**src/rtl/fc_layer_par.sv**
```systemverilog
// Fully-connected layer y = act(W*x + b) with run-time loadable W/b over the input stream.
// P output rows are accumulated in parallel per pass; results are ReLU'd (optional) then saturated.
module fc_layer_par #(
  parameter int M     = 8,
  parameter int N     = 8,
  parameter int T     = 16,
  parameter int P     = 2,
  parameter int RELU  = 1,
  parameter int ACC_W = 2*T + $clog2(N) + 1
) (
  input  logic                clk,
  input  logic                reset,
  input  logic                s_valid,
  output logic                s_ready,
  input  logic signed [T-1:0] data_in,
  input  logic                s_load,
  output logic                m_valid,
  input  logic                m_ready,
  output logic signed [T-1:0] data_out,
  output logic                busy
);

  localparam int PASSES = M / P;
  localparam int AW = (M*N > 1) ? $clog2(M*N) : 1;
  localparam int XW = (N > 1) ? $clog2(N) : 1;
  localparam int BW = (M > 1) ? $clog2(M) : 1;
  localparam int CW = $clog2(N + 2);
  localparam int PW = (PASSES > 1) ? $clog2(PASSES) : 1;
  localparam int LW = (P > 1) ? $clog2(P) : 1;
  localparam int DW = $clog2(P + 1);

  localparam logic signed [ACC_W-1:0] SAT_MAX = {{(ACC_W-T+1){1'b0}}, {(T-1){1'b1}}};
  localparam logic signed [ACC_W-1:0] SAT_MIN = {{(ACC_W-T+1){1'b1}}, {(T-1){1'b0}}};

  typedef enum logic [2:0] {IDLE, LOAD_W, LOAD_B, LOAD_X, MAC, DRAIN} state_t;
  state_t state, state_nx;

  logic signed [T-1:0]     w_mem [M*N];
  logic signed [T-1:0]     b_mem [M];
  logic signed [T-1:0]     x_mem [N];

  logic [AW-1:0]           idx;
  logic [CW-1:0]           cnt;
  logic [PW-1:0]           pass;
  logic [DW-1:0]           ld_cnt;
  logic                    rd_v;

  logic signed [T-1:0]     w_q [P];
  logic signed [T-1:0]     x_q;
  logic signed [ACC_W-1:0] acc [P];
  logic signed [2*T-1:0]   prod [P];
  logic [AW-1:0]           w_raddr [P];
  logic [BW-1:0]           b_raddr [P];
  logic signed [T-1:0]     drain_word;

  logic s_hs, m_hs, last_out, issue, mac_rd;

  function automatic logic signed [T-1:0] finish(input logic signed [ACC_W-1:0] a);
    logic signed [ACC_W-1:0] v;
    v = (RELU != 0 && a[ACC_W-1]) ? '0 : a;
    if (v > SAT_MAX)      return SAT_MAX[T-1:0];
    else if (v < SAT_MIN) return SAT_MIN[T-1:0];
    else                  return v[T-1:0];
  endfunction

  assign s_hs     = s_valid && s_ready;
  assign m_hs     = m_valid && m_ready;
  assign last_out = m_hs && (ld_cnt == DW'(P));
  assign issue    = (state == DRAIN) && (!m_valid || m_ready) && (ld_cnt < DW'(P));
  assign mac_rd   = (state == MAC) && (cnt < CW'(N));

  always_ff @(posedge clk) begin
    if (!reset) state <= IDLE;
    else        state <= state_nx;
  end

  always_comb begin
    state_nx = state;
    case (state)
      IDLE:   if (s_hs) state_nx = s_load ? ((M*N == 1) ? LOAD_B : LOAD_W)
                                          : ((N == 1) ? MAC : LOAD_X);
      LOAD_W: if (s_hs && idx == AW'(M*N-1)) state_nx = LOAD_B;
      LOAD_B: if (s_hs && idx == AW'(M-1))   state_nx = IDLE;
      LOAD_X: if (s_hs && idx == AW'(N-1))   state_nx = MAC;
      MAC:    if (cnt == CW'(N+1))           state_nx = DRAIN;
      DRAIN:  if (last_out) state_nx = (pass == PW'(PASSES-1)) ? IDLE : MAC;
      default: state_nx = IDLE;
    endcase
  end

  // Reset gates s_ready so that a handshake coincident with reset never looks accepted.
  always_comb begin
    s_ready = 1'b0;
    busy    = (state != IDLE);
    case (state)
      IDLE, LOAD_W, LOAD_B, LOAD_X: s_ready = reset;
      default:                      s_ready = 1'b0;
    endcase
  end

  always_comb begin
    for (int unsigned k = 0; k < P; k++) begin
      w_raddr[k] = AW'((int'(pass) * P + int'(k)) * N + int'(cnt));
      b_raddr[k] = BW'(int'(pass) * P + int'(k));
      prod[k]    = (2*T)'(w_q[k]) * (2*T)'(x_q);
    end
    drain_word = finish(acc[LW'(ld_cnt)]);
  end

  always_ff @(posedge clk) begin
    if (s_hs) begin
      case (state)
        IDLE:    if (s_load) w_mem[0] <= data_in;
                 else        x_mem[0] <= data_in;
        LOAD_W:  w_mem[idx]     <= data_in;
        LOAD_B:  b_mem[BW'(idx)] <= data_in;
        LOAD_X:  x_mem[XW'(idx)] <= data_in;
        default: ;
      endcase
    end
  end

  // Operands are registered one cycle ahead; rd_v marks when w_q/x_q hold a valid pair.
  always_ff @(posedge clk) begin
    if (mac_rd) begin
      for (int unsigned k = 0; k < P; k++) w_q[k] <= w_mem[w_raddr[k]];
      x_q <= x_mem[XW'(cnt)];
    end
    for (int unsigned k = 0; k < P; k++) begin
      if (state == MAC && cnt == '0) acc[k] <= ACC_W'(b_mem[b_raddr[k]]);
      else if (rd_v)                 acc[k] <= acc[k] + ACC_W'(prod[k]);
    end
  end

  always_ff @(posedge clk) begin
    if (!reset) begin
      idx      <= '0;
      cnt      <= '0;
      pass     <= '0;
      ld_cnt   <= '0;
      rd_v     <= 1'b0;
      m_valid  <= 1'b0;
      data_out <= '0;
    end else begin
      rd_v <= mac_rd;
      case (state)
        IDLE: begin
          cnt    <= '0;
          pass   <= '0;
          ld_cnt <= '0;
          if (s_hs) idx <= AW'(1);
        end
        LOAD_W: if (s_hs) idx <= (idx == AW'(M*N-1)) ? '0 : idx + 1'b1;
        LOAD_B, LOAD_X: if (s_hs) idx <= idx + 1'b1;
        MAC: cnt <= cnt + 1'b1;
        DRAIN: begin
          if (issue) begin
            data_out <= drain_word;
            m_valid  <= 1'b1;
            ld_cnt   <= ld_cnt + 1'b1;
          end else if (m_hs) begin
            m_valid  <= 1'b0;
          end
          if (last_out) begin
            cnt    <= '0;
            ld_cnt <= '0;
            pass   <= pass + 1'b1;
          end
        end
        default: ;
      endcase
    end
  end

endmodule

```
**config.mk**
```make
export PLATFORM = sky130hd
export DESIGN_NAME = fc_layer_par
export DESIGN_NICKNAME = d
export VERILOG_FILES = /design/src/rtl/fc_layer_par.sv
export SDC_FILE = /design/constraint.sdc
export NUM_CORES = 2
export LEC_CHECK = 0
export ABC_CLOCK_PERIOD_IN_PS = 9400
export CORE_ASPECT_RATIO = 0.5
export CORE_UTILIZATION = 55
export CTS_BUF_LIST = sky130_fd_sc_hd__clkbuf_8
export DETAILED_ROUTE_END_ITERATION = 8
export PLACE_DENSITY = 0.73
export SYNTH_ARGS = -nofsm -noshare
export SYNTH_HDL_FRONTEND = slang
export SYNTH_SLANG_ARGS = --single-unit
```
**constraint.sdc**
```tcl
create_clock -name clk -period 9.4 [get_ports clk]
set_input_delay 1.88 -clock clk [delete_from_list [all_inputs] [get_ports clk]]
set_output_delay 1.88 -clock clk [all_outputs]
set_load 0.01 [all_outputs]
```
[Word level (Yosys, flattened, before mapping)]
Memories as Yosys holds them, arrays and structs flattened. A register that Yosys moved wholly into a read port is not among the register bits.
Index checks and enable logic that the tools add are counted.
Word-level totals
  flip-flop bits (word level): 35
  memory bits (writable): 1384
  output and inout bits: 19
  input bits: 21
  logic and storage cells: 141
  memories: 5
Memory list
  w_mem: depth 64, width 16, rd ports 2, clocked after Yosys merged registers in 0, wr ports 1, line 38  | logic signed [T-1:0] w_mem [M*N];
  b_mem: depth 8, width 16, rd ports 2, clocked after Yosys merged registers in 1, wr ports 1, line 39  | logic signed [T-1:0] b_mem [M];
  x_mem: depth 8, width 16, rd ports 1, clocked after Yosys merged registers in 1, wr ports 1, line 40  | logic signed [T-1:0] x_mem [N];
  acc: depth 2, width 36, rd ports 3, clocked after Yosys merged registers in 1, wr ports 2, line 50  | logic signed [ACC_W-1:0] acc [P];
  w_q: depth 2, width 16, rd ports 2, clocked after Yosys merged registers in 0, wr ports 2, line 48  | logic signed [T-1:0] w_q [P];
Cells by class
  multipliers: 2
  reduce and logical (&&, ||, !) cells: 29
  $lt $le $gt $ge: 4
  add/sub/neg operators: 9
  eq/ne operators: 19
  bitwise operators: 2
  multiplexer cells: 63
Operators by type and width (number)
  $add 36x32->36: 2
  $mux 36: 2
  $mul 16x16->32: 2
  $mux 16: 4
  $lt 36x16->1 const B: 1
  $gt 35x15->1 const B: 1
  $mux 35: 1
  $reduce_or 16->1: 2
  $mux 1: 31
  $mux 3: 10
  $mux 6: 5
  $pmux 3 s6: 1
  $pmux 6 s3: 1
  $ne 2x2->1 const B: 7
  $pmux 4 s3: 1
  $reduce_and 2->1: 5
  $logic_and 1x1->1: 9
  $reduce_bool 3->1: 3
  $mux 2: 4
  $pmux 2 s2: 2
  $add 6x1->6 const B: 1
  $add 6x4->6: 1
  $add 6x5->6: 1
  $eq 3x2->1 const B: 2
  24 further kinds: 29

[Longest topological paths before layout]
  depth in word-level cells: 9
  gate-level depth with buffers: 23
  mapped depth without buffers: 22

[Worst setup path before layout]
No wires, ideal clock.
  kind: register -> register
  start: mem w_q[1][15] (netlist: w_q[0][31])
  end: mem acc[1][28] in the netlist's numbering, data pin
  buffers on the path: 2
  arrival time: 6.029 ns
  setup slack: 3.115 ns
  cell stages (with the launch flop): 22
  setup time: 0.255 ns
  path through: edfxtp_1 -> clkbuf_1 -> nand2_1 -> fa_1 -> fa_1 -> fa_1 -> inv_1 -> fa_1 -> fa_1 -> inv_1 -> fa_1 -> inv_1 -> ha_1 -> buf_2 -> a21o_1 -> o21bai_1 -> nand2_1 -> nand3_1 -> o211a_1 -> o31a_1 -> or3_1 -> a31o_1
RTL lines (line)
  start, declared: 48
  end, declared: 50

==> metrics.cfg <==
[run_status]
status=completed

[clock_tree]
cts_resized=0
cts_hold_buf=0
cts_setup_buffers=0
insertion_delay_ns=0.92
cts_buffers=193
htreeDepth=4
cts_sinks=1438
cts.path.max_buffers=3
clk_pin_slew_ns=0.07
cts_tree=built
cts-root-buf=clkbuf_8

[detailed_routing]
met2_length_mm=87.93
wirelength_mm=187.1
highest_layer=met5
num_vias=44283
wirelength_met1_mm=78.08
route.detailed.drc=0
dr.pass1.iters=6
ant_nets=0
wl_per_cell_um=25.21
drtIter0Drc=4837
wl_met3_mm=16.44
avgViaCountPerCell=5.965

[cells_and_area]
fin_nets=6186
fin_area_um2=86790
nFillCells=10512
utilization=0.6045
layout_common_cells=edfxtp_1, inv_1, fa_1
drive_gt1_frac=0.1628
syn_to_final_growth_pct=8.508
final_common_cell=edfxtp_1

[floorplan]
chipWidth_um=541.3
die_h_um=271.7
num_rows=98
die_area_um2=147100
io_pins=40
initial_core_util=0.5571
core-area_um2=143600

[setup_path]
critPathRequiredTime_ns=10.02
critical_path_class=register to register
path_max_fanout=16
worstSetupStartpoint=w_q[0][31]$_DFFE_PP_
timing.rr.start=w_q[0][31]$_DFFE_PP_
arrival_ns=7.68
crit_path_end_kind=register
startpoint_type=register

[synthesis]
synth.avg_cell_area_um2=15.42
synth_edf_count=1400
async_reset_ff_frac=0
synth_cell_types=81
synth.net_count=6055
syn_area_um2=79990
synth_warnings=0
synthFlopType=edfxtp_1
synthCells=5186
ys_seq_area_frac=0.5351
yosys_register_bits=1438

[pwr]
pwr_density_cell_nw_per_um2=150.9
combinationalPowerShare=0.097
p_total_mw=13.10
p_leak_nw=31.89
p_switching_mw=3.216
clkPwrFrac=0.365
internal-power_mw=9.881
ir_drop_v=0.0001787
power.share.sequential=0.538
p_sw_frac=0.2455

[timing]
fmax_mhz=141.8
finalHoldViolCount=0
worstMarginPinSlew_ns=1.218
slew_headroom=0.1883
clock-skew-final_ns=0.09646
finalMaxSlewViolations=0
finalSetupViolCount=0
rsz0062_at_grt=no
fin_crit_sh=0.7504
setup-tns-final_ns=0
whs_ns=0.4282
finalCriticalPeriod_ns=7.054

[global_routing]
grt_pass1_vias=46243
antenna_found_initial=10
grt_use_total=0.2596
overflow=0
grt_max_degree=119
grt_pass1_wl_mm=284.5

[hold_path]
min-delay-start=data_out[15]$_SDFFE_PN0P_
hold_class=register to register

[placed_design]
dpl_cell_area_um2=82910
place_congestion=0.9530
numPortBuffers=39
dp_hpwl_mm=124.1

[run]
max-cap-violations=0

==> registers in the layout, summed over array words and instances, names as in the netlist, named ones only <==
signal,count
acc,72
b_mem,128
cnt,4
data_out,16
idx,6
ld_cnt,2
m_valid,1
pass,2
rd_v,1
state,3
w_mem,1024
w_q,32
x_mem,128
x_q,16
==> power by group through the flow <==
stage	sequential, mW	clock, mW	combinational (mW)
2_1_floorplan	7.18	0	0.876
3_3_place_gp	7.18	0	1.24
3_5_place_dp	7.18	0	1.25
4_1_cts	7.05	4.86	1.26
5_1_grt	7.04	5.12	1.38
6_report	7.05	4.78	1.27
==> cells by family after synthesis <==
kind of cell	share of synthesized area
XOR/XNOR	0.006789
flip-flops	0.5351
AO/OA/AOI/OAI	0.02686
adder cells (fa/ha/maj)	0.1916
multiplexers	0.1331
buffers and inverters	0.05027
AND/OR/NAND/NOR	0.05634
==> critical path, stage by stage (launching register included) <==
cell and delay [ns]:
edfxtp_1 0.90, and2_1 0.27, inv_1 0.07, fa_1 0.56, fa_1 0.85, fa_1 0.49
inv_1 0.09, fa_1 0.41, fa_1 0.52, inv_1 0.07, fa_1 0.49, inv_1 0.05
ha_1 0.37, a21o_1 0.21, o21bai_1 0.19, nand2_1 0.08, nand3_1 0.09, o211a_1 0.27
o31a_1 0.29, or3_1 0.31, a31o_1 0.22
==> Yosys cell counts (7+ instances only) <==
| library cell | n | area (um2) |
|---|---|---|
| mux4_2 | 384 | 8648 |
| clkbuf_1 | 144 | 540.5 |
| mux2_2 | 19 | 214.0 |
| nand2_1 | 341 | 1280 |
| a211oi_1 | 11 | 82.58 |
| nor4_1 | 12 | 75.07 |
| nor3_1 | 34 | 170.2 |
| o31ai_1 | 7 | 52.55 |
| nand3_1 | 27 | 135.1 |
| nor2b_1 | 9 | 56.30 |
| a21o_1 | 30 | 225.2 |
| buf_4 | 26 | 195.2 |
| nand2b_1 | 19 | 118.9 |
| and3_1 | 13 | 81.33 |
| inv_1 | 784 | 2943 |
| a31oi_1 | 8 | 50.05 |
| a21oi_1 | 61 | 305.3 |
| buf_2 | 36 | 180.2 |
| xor2_1 | 25 | 219.0 |
| and2_1 | 258 | 1614 |
| o211ai_1 | 16 | 120.1 |
| o21ai_0 | 70 | 350.3 |
| or3_1 | 12 | 75.07 |
| edfxtp_1 | 1400 | 42040 |
| o221a_2 | 15 | 168.9 |
| mux2i_1 | 178 | 1782 |
| nor2_1 | 153 | 574.3 |
| dfxtp_1 | 38 | 760.7 |
| ha_1 | 220 | 2753 |
| xnor2_1 | 37 | 324.1 |
| buf_1 | 36 | 135.1 |
| nand4_1 | 15 | 93.84 |
| fa_1 | 628 | 12570 |
==> per-layer routing <==
layer,GRT usage,up-vias
met5,0,-
met4,0.07083,8
met3,0.04539,255
met2,0.4101,2060
met1,0.3765,23332
li1,-,18628
==> area by class of cell <==
cell class | count | area [um2] | share of cell area
diodes | 6 | 15.01 | 0.0001730
clock buffers | 200 | 2753 | 0.03171
clock inverters | 146 | 1112 | 0.01282
inverters | 784 | 2943 | 0.03391
multi-input cells | 2719 | 33310 | 0.3838
flip-flops and latches | 1438 | 42820 | 0.4933
well taps | 1950 | 2440 | 0.02811
repair buffers | 181 | 1401 | 0.01615
==> final timing paths <==
path | endpoint | slack, ns | cells after the start
worst max-delay path | acc[1][28]$_DFFE_PP_ | 2.35 | 20
worst min-delay path | data_out[15]$_SDFFE_PN0P_ | 0.43 | 2
worst max register to register | acc[1][28]$_DFFE_PP_ | 2.35 | 20
worst min register to register | data_out[15]$_SDFFE_PN0P_ | 0.43 | 2
==> per-stage QoR <==
| stage | setup slack, ns | std cells |
|---|---|---|
| floorplan | 3.115 | 5186 |
| detailed placement | 2.374 | 7072 |
| global placement | 2.419 | 7072 |
| global route | 1.948 | 7419 |
| finish | 2.346 | 7424 |
| CTS | 2.361 | 7418 |
(Power assumes the default switching activity.)
